## src/rtl/arb_pkg.sv

```systemverilog
// Shared types and helpers for the LRU matrix arbiter.
// Grant index encoding is kept here so other blocks can reuse it.
package arb_pkg;

  typedef enum logic {
    ARB_IDLE,
    ARB_BUSY
  } arb_state_e;

  localparam int unsigned OH_MAX = 32;

  // OR-reduction encoder; assumes at most one bit set.
  function automatic logic [4:0] onehot2idx(
    input logic [OH_MAX-1:0] oh
  );
    logic [4:0] idx;
    idx = '0;
    for (int i = 0; i < OH_MAX; i++) begin
      if (oh[i]) idx = idx | 5'(i);
    end
    return idx;
  endfunction

endpackage

```

## src/rtl/lru_prio_matrix.sv

```systemverilog
// NxN least-recently-granted priority matrix.
// pri_q[i][j]=1 means requester i beats requester j.
module lru_prio_matrix
  import arb_pkg::*;
#(
  parameter int NO_REQ    = 4,
  parameter int IDX_WIDTH = $clog2(NO_REQ)
) (
  input  logic                 clk,
  input  logic                 rst_n,
  input  logic                 upd_en_i,
  input  logic [IDX_WIDTH-1:0] upd_idx_i,
  input  logic [NO_REQ-1:0]    req_i,
  output logic [NO_REQ-1:0]    win_o
);

  logic [NO_REQ-1:0][NO_REQ-1:0] pri_q;
  logic [NO_REQ-1:0][NO_REQ-1:0] pri_d;

  always_comb begin
    pri_d = pri_q;
    if (upd_en_i) begin
      for (int j = 0; j < NO_REQ; j++) begin
        pri_d[upd_idx_i][j] = 1'b0;
        pri_d[j][upd_idx_i] = (IDX_WIDTH'(j) != upd_idx_i);
      end
    end
  end

  always_comb begin
    win_o = req_i;
    for (int i = 0; i < NO_REQ; i++) begin
      for (int j = 0; j < NO_REQ; j++) begin
        if (i != j && req_i[j] && !pri_q[i][j]) begin
          win_o[i] = 1'b0;
        end
      end
    end
  end

  // Reset order: lower index has higher priority.
  always_ff @(posedge clk) begin
    if (!rst_n) begin
      for (int i = 0; i < NO_REQ; i++) begin
        for (int j = 0; j < NO_REQ; j++) begin
          pri_q[i][j] <= (i < j);
        end
      end
    end else begin
      pri_q <= pri_d;
    end
  end

endmodule

```

## src/rtl/lru_matrix_arbiter.sv

```systemverilog
// Packet-holding arbiter with least-recently-granted priority.
// Grant is kept until last beat, abort, or beat-limit release.
module lru_matrix_arbiter
  import arb_pkg::*;
#(
  parameter int NO_REQ    = 4,
  parameter int IDX_WIDTH = $clog2(NO_REQ),
  parameter int MAX_BEATS = 16,
  parameter int CNT_WIDTH = $clog2(MAX_BEATS+1)
) (
  input  logic                 clk,
  input  logic                 rst_n,
  input  logic [NO_REQ-1:0]    req,
  input  logic [NO_REQ-1:0]    req_last,
  input  logic                 beat_ack,
  output logic [NO_REQ-1:0]    gnt,
  output logic [IDX_WIDTH-1:0] gnt_idx,
  output logic                 busy,
  output logic                 timeout_err
);

  arb_state_e           state_q, state_d;
  logic [NO_REQ-1:0]    gnt_q, gnt_d;
  logic [IDX_WIDTH-1:0] idx_q, idx_d;
  logic                 busy_q, busy_d;
  logic                 terr_q, terr_d;
  logic [CNT_WIDTH-1:0] cnt_q, cnt_d;

  logic [NO_REQ-1:0]    win;
  logic [IDX_WIDTH-1:0] win_idx;
  logic                 upd_en;
  logic                 rel_last;
  logic                 rel_abort;
  logic                 rel_tmo;

  lru_prio_matrix #(
    .NO_REQ    (NO_REQ),
    .IDX_WIDTH (IDX_WIDTH)
  ) u_mat (
    .clk       (clk),
    .rst_n     (rst_n),
    .upd_en_i  (upd_en),
    .upd_idx_i (win_idx),
    .req_i     (req),
    .win_o     (win)
  );

  assign win_idx = IDX_WIDTH'(onehot2idx(OH_MAX'(win)));

  assign rel_last  = beat_ack & req_last[idx_q];
  assign rel_abort = ~req[idx_q];
  assign rel_tmo   = beat_ack & ~req_last[idx_q]
                   & (cnt_q == CNT_WIDTH'(MAX_BEATS-1));

  always_comb begin
    state_d = state_q;
    gnt_d   = gnt_q;
    idx_d   = idx_q;
    busy_d  = busy_q;
    cnt_d   = cnt_q;
    terr_d  = 1'b0;
    upd_en  = 1'b0;
    unique case (state_q)
      ARB_IDLE: begin
        if (|req) begin
          state_d = ARB_BUSY;
          gnt_d   = win;
          idx_d   = win_idx;
          busy_d  = 1'b1;
          cnt_d   = '0;
          upd_en  = 1'b1;
        end
      end
      ARB_BUSY: begin
        if (rel_last | rel_abort | rel_tmo) begin
          state_d = ARB_IDLE;
          gnt_d   = '0;
          busy_d  = 1'b0;
          // A genuine last beat at the limit is not an error.
          terr_d  = rel_tmo;
        end else if (beat_ack) begin
          cnt_d = cnt_q + CNT_WIDTH'(1);
        end
      end
      default: begin
        state_d = ARB_IDLE;
        gnt_d   = '0;
        busy_d  = 1'b0;
      end
    endcase
  end

  always_ff @(posedge clk) begin
    if (!rst_n) begin
      state_q <= ARB_IDLE;
      gnt_q   <= '0;
      idx_q   <= '0;
      busy_q  <= 1'b0;
      terr_q  <= 1'b0;
      cnt_q   <= '0;
    end else begin
      state_q <= state_d;
      gnt_q   <= gnt_d;
      idx_q   <= idx_d;
      busy_q  <= busy_d;
      terr_q  <= terr_d;
      cnt_q   <= cnt_d;
    end
  end

  assign gnt         = gnt_q;
  assign gnt_idx     = idx_q;
  assign busy        = busy_q;
  assign timeout_err = terr_q;

endmodule

```

## config.mk

```make
export PLATFORM = sky130hd
export DESIGN_NAME = lru_matrix_arbiter
export DESIGN_NICKNAME = d
export VERILOG_FILES = /design/src/rtl/arb_pkg.sv /design/src/rtl/lru_prio_matrix.sv /design/src/rtl/lru_matrix_arbiter.sv
export SDC_FILE = /design/constraint.sdc
export NUM_CORES = 1
export LEC_CHECK = 0
export CAP_MARGIN = 20
export CELL_PAD_IN_SITES_DETAIL_PLACEMENT = 1
export CELL_PAD_IN_SITES_GLOBAL_PLACEMENT = 2
export CORE_ASPECT_RATIO = 0.9
export CORE_MARGIN = 8
export CORE_UTILIZATION = 31
export DETAILED_ROUTE_END_ITERATION = 10
export MAX_ROUTING_LAYER = met4
export PLACE_DENSITY = 0.86
export SLEW_MARGIN = 10
export SYNTH_ARGS = -nofsm -noshare
export SYNTH_HDL_FRONTEND = slang
export SYNTH_SLANG_ARGS = --single-unit
```

## constraint.sdc

```tcl
create_clock -name clk -period 2.8 [get_ports clk]
set_input_delay 0.42 -clock clk [delete_from_list [all_inputs] [get_ports clk]]
set_output_delay 0.42 -clock clk [all_outputs]
set_load 0.1 [all_outputs]
```

## Yosys cells after proc, flatten, opt, wreduce, memory -nomap -nowiden

Cells that the tools add are included.

- Add/subtract/negate cells: 1
- Magnitude comparators: 3
- Equal/unequal tests: 8
- Multiplexer cells: 47
- Bitwise operators: 16
- Reduce and logical (&&, ||, !) cells: 31

Operators by type and width:

| kind | number |
|---|---|
| $and A16 B16 Y16 | 4 |
| $not A16 Y16 | 4 |
| $demux W4 S2 | 4 |
| $mux W1 | 22 |
| $bwmux W4 | 4 |
| $mux W5 | 3 |
| $logic_and A1 B1 Y1 | 13 |
| $logic_not A1 Y1 | 12 |
| $mux W4 | 3 |
| $pmux W5 S2 | 1 |
| $pmux W4 S2 | 1 |
| $lt A2 B3 Y1 const B | 2 |
| $mux W2 | 3 |
| $ne A2 B2 Y1 const B | 3 |
| $reduce_and A3 Y1 | 2 |
| $add A5 B1 Y5 const B | 1 |
| $eq A5 B4 Y1 const B | 1 |
| $bmux W1 S2 | 2 |
| $ne A2 B2 Y1 const A | 2 |
| $pmux W1 S2 | 2 |
| $reduce_and A2 Y1 | 2 |
| $reduce_or A4 Y1 | 1 |
| $and A1 B1 Y1 | 3 |
| $mux W3 | 1 |
| other kinds (7) | 10 |

- Register bits after elaboration: 30
- Input port bits: 11
- Output and inout port bits: 8
- Logic and storage cells: 116

## Logic depth before layout (Yosys ltp)

- Word-level depth: 21
- Mapped depth: 8
- Depth with buffers taken out: 8

## Hierarchy

Synthesis repeated with hierarchy kept, for this count alone.

- Cells, all modules: 156
- Area total of the unflattened synthesis: 1,301.2 um^2

By module, submodules not included:

| module | times used | cells an instance | area an instance (um^2) | sequential area each (um^2) |
|---|---|---|---|---|
| lru_matrix_arbiter | 1 | 91 | 768.2 | 280.3 |
| lru_prio_matrix | 1 | 65 | 533.0 | 240.2 |

## Worst setup path before layout

Ideal clock, no wire load.

- Kind: reg-to-reg
- Start: reg idx_q[1], in the netlist gnt_idx[1]
- End: reg cnt_q[0]
- Setup time: 0.067 ns
- Data arrival time: 2.598 ns
- Required time: 2.733 ns
- Path slack: 0.136 ns
- Cell stages (with the launch flop): 5
- Buffers on the path: 0
- Clock period less this slack: 2.664 ns
- Path through: dfxtp_1 mux4_2 a2111oi_4 mux2_2 nor2_1

- Word-level cells in the longest chain between the ends: 8
- Elaborated cells between the ends (all ways): 13
- Those cells by class: eq/ne: 1; mux: 4; bitwise: 7; reduce/logical: 1

Ends and longest elaborated chain:

| what | line | text |
|---|---|---|
| start: declaration | lru_matrix_arbiter.sv:24 | `logic [IDX_WIDTH-1:0] idx_q, idx_d;` |
| start signal: assignment | lru_matrix_arbiter.sv:104 | `idx_q <= idx_d;` |
| $bmux W1 S2 | lru_matrix_arbiter.sv:50, lru_matrix_arbiter.sv:52 |  |
| $mux W1 (implied by the code) | lru_matrix_arbiter.sv:50, lru_matrix_arbiter.sv:52 |  |
| $not A1 Y1 | lru_matrix_arbiter.sv:52 | `assign rel_tmo = beat_ack & ~req_last[idx_q]` |
| $and A1 B1 Y1 | lru_matrix_arbiter.sv:52 |  |
| $and A1 B1 Y1 | lru_matrix_arbiter.sv:53 | `& (cnt_q == CNT_WIDTH'(MAX_BEATS-1));` |
| $or A1 B1 Y1 * | lru_matrix_arbiter.sv:75 | `if (rel_last \| rel_abort \| rel_tmo) begin` |
| $ne A2 B2 Y1 (no line) * | -- |  |
| $reduce_and A3 Y1 (no line) * | -- |  |
| end signal: assignment | lru_matrix_arbiter.sv:107 | `cnt_q <= cnt_d;` |
| end: declaration | lru_matrix_arbiter.sv:27 | `logic [CNT_WIDTH-1:0] cnt_q, cnt_d;` |

Every way passes the cells marked *; elsewhere a longest branch is shown, timed or not. The select of a mux whose other input is x is not followed.
A chain may end at the register's enable or synchronous reset.

## Worst setup path after layout

- Start: in req[2]
- End: reg cnt_q[2]

- Word-level cells in the longest chain between the ends: 7
- Elaborated cells between the ends (all ways): 9
- Those cells by class: eq/ne: 2; mux: 2; bitwise: 3; reduce/logical: 2

Ends and longest elaborated chain:

| what | line | text |
|---|---|---|
| start: declaration | lru_matrix_arbiter.sv:13 | `input logic [NO_REQ-1:0] req,` |
| $bmux W1 S2 | lru_matrix_arbiter.sv:51 | `assign rel_abort = ~req[idx_q];` |
| $mux W1 (implied by the code) | lru_matrix_arbiter.sv:51 |  |
| $not A1 Y1 | lru_matrix_arbiter.sv:51 |  |
| $or A1 B1 Y1 (2 in a row) | lru_matrix_arbiter.sv:75 |  |
| $ne A2 B2 Y1 (no line) | -- |  |
| $reduce_and A3 Y1 (no line) * | -- |  |

Marked as above.

==> summary.md <==
| Metric | Value |
|---|---|
| R2R Setup Slk | `0.79 ns` |
| FP Rows | `22` |
| Crit-path max cell delay | `0.57 ns` |
| Outcome | `complete, no violations` |
| Maximum clock frequency | `443 MHz` |
| CTS buffer count | `3` |
| Setup_tns | `0 ns` |
| Largest net degree at the start of global routing | `19` |
| Gr ovfl total | `0` |
| VDD IR max | `0.191 mV` |
| CP Class | `input pin to flip-flop` |
| Die H | `76.9 um` |
| Setup crit end kind | `flip-flop` |
| Antenna diode count | `0` |
| Reg clk slew, reported paths | `0.08 ns` |
| Die area | `6440 um2` |
| Post-Place Worst Slack | `0.249 ns` |
| DR iter-0 viols | `64` |
| CTS H-tree depth | `1` |
| Vias in the first global route | `1196` |
| Critical-path top delay cell | `clkdlybuf4s50_1` |
| Worst Setup SP | `req[2]` |
| Initial core utilization | `31.8%` |
| Net count after synthesis | `163` |
| Synthesis-to-finish area growth | `21.4%` |
| Post-Synthesis Cells | `150` |
| First-pass GRT wire length | `6.00 mm` |
| Leak | `0.634 nW` |
| Uppermost routed layer | `met4` |
| Setup WS post-layout | `0.545 ns` |
| Worst path required time | `2.95 ns` |
| Power Dens Cells | `620 nW/um2` |
| Wl on met1 | `1.68 mm` |
| Gr usage total | `11.5%` |
| GPL Wtd Cong | `0.847` |
| Endpoints failing hold | `0` |
| Met3 routed WL | `112 um` |
| Crit Path Max Fanout | `6` |
| Post-synthesis sequential area ratio | `40.7%` |
| Initial antenna violation count | `0` |
| CTS hold repair buffers | `0` |
| Met2 WL | `1.76 mm` |
| Cell accounting for the most synthesized area | `dfxtp_1` |
| Max_cap viols | `0` |
| Synth Register Bits | `26` |
| Crit path to | `cnt_q[2]` |
| Critical path, cell by cell | `clkdlybuf4s50_1 -> inv_1 -> mux4_2 -> a2111oi_4 -> buf_4 -> a21o_2 -> a31oi_1` |
| Nets | `182` |
| DRT Wirelength | `3.59 mm` |
| Post-DRT Antenna Nets | `0` |
| Slew Viols, Final | `0` |
| CTS Sinks | `26` |
| RSZ-0062 raised after global routing | `no` |
| Synth top area share | `40.7%` |
| Max-slew headroom | `40.9%` |
| CP arrival | `2.41 ns` |
| CTS resizes | `0` |
| Post-synth cell types | `41` |
| Tcrit/Tclk final | `80.5%` |
| DR WL/cell | `16.6 um` |
| Class of the tightest hold or removal check | `flip-flop to flip-flop` |
| Worst hold slack | `0.464 ns` |
| Crit path launch type | `input pin` |
| Fin crit period | `2.25 ns` |
| Final Power | `963 uW` |
| Post-CTS setup buffers | `0` |
| Async SR Flop Fraction | `0%` |
| Longest Clk Path Bufs | `2` |
| Syn Area/Cell | `8.52 um2` |
| Detailed placement HPWL | `2.79 mm` |
| End of the worst register-to-register path | `cnt_q[2]` |
| Slew @ Worst Pin | `0.885 ns` |
| Netlist Area Pre-Place | `1280 um2` |
| Die X-Extent | `83.7 um` |
| DRC | `0` |
| Port-buffer cells | `18` |
| Top-count cell post-synth | `dfxtp_1` |
| Share of cells above drive strength 1 | `14.9%` |
| Number of synthesized flops with an enable pin | `0` |
| YS warnings | `0` |
| Worst skew pair latency | `0.27 ns` |
| Total I/O pin count | `19` |
| Reg2reg start | `gnt_idx[1]` |
| Largest cells by area after synthesis | `dfxtp_1 41%, nand2_1 5.0%, or2b_1 4.7%` |
| R2R depth | `5` |
| Commonest cells in the netlist | `26 x dfxtp_1, 17 x nand2_1, 11 x nor2_1` |
| Top_reg_cell synth | `dfxtp_1` |
| Root Buffer | `clkbuf_8` |
| Final setup viols | `0` |
| Total core area | `4020 um2` |
| Detailed-route via count | `1170` |
| CTS tree | `done` |
| Drt via density | `5.42` |
| Fin Clk Skew | `0.00864 ns` |
| Pre-antenna DRT Iters | `4` |
[report_power, final]
group	switching (mW)	leakage (nW)	total, mW	internal (mW)
logic	0.184	0.392	0.278	0.0949
registers	0.0349	0.214	0.443	0.408
clock network	0.116	0.0288	0.242	0.126
total	0.335	0.634	0.963	0.628
[layout by cell type, fill, tap and decap left out, types with 2 or more instances in the layout]
cell type and instances:
mux2_2 2, clkdlybuf4s50_1 10, ha_1 2, dfxtp_1 26
nor3_1 2, o211a_1 2, inv_2 2, o2bb2ai_1 3
a21o_1 2, nand2_1 17, nand2b_1 2, nand3b_1 3
and3_1 4, nor2_1 11, a21oi_1 9, and2_1 2
nand4_1 5, mux2i_1 2, nor4_1 2, nand3_1 5
a31oi_1 3, clkbuf_8 4, inv_1 6, buf_4 12
o21ai_0 6, or2b_1 8
[logic make-up after synthesis]
logic type,share of synthesized area [%]
buffers and inverters,5.09
DFF,40.7
adders and majority gates,1.96
AOI/OAI and AO/OA,20.5
muxes,5.09
and+or+nand+nor,26.7
[through the flow]
stage	area (um2)	utilization, %	instances
finish	1550	38.6	216
global route	1550	38.6	216
CTS	1550	38.6	216
detailed placement	1500	37.3	212
global placement	1500	37.3	212
floorplan	1280	-	150
[layout make-up]
type / instances / area, um2
Clock buffer: 4 / 55.1
Fill cell: 485 / 2470
Inverter: 9 / 33.8
Multi-Input combinational cell: 107 / 693
Sequential cell: 26 / 520
Tap cell: 48 / 60.1
Timing Repair Buffer: 22 / 190
[routing by layer]
| layer | vias to the layer above | global-route usage [%] |
|---|---|---|
| li1 | 570 | - |
| met1 | 579 | 13.2 |
| met2 | 19 | 19.1 |
| met3 | 2 | 2.75 |
| met4 | 0 | 3.97 |
| met5 | - | - |
[worst min path at each step]
stage              start        end  depth (start not counted)
6_report          gnt[0]     gnt[0]                          1
5_1_grt           gnt[2]     gnt[2]                          1
4_1_cts        flip-flop  flip-flop                          2
3_5_place_dp      gnt[0]     gnt[0]                          1
3_3_place_gp      gnt[0]     gnt[0]                          1
2_1_floorplan  flip-flop  flip-flop                          2
[worst max-delay path: cells and delay by family]
kind,cells,cell delay (ns)
buffers and inverters,3,0.87
multiplexers,1,0.51
AO/OA/AOI/OAI,3,0.61
(Power assumes the default switching activity.)
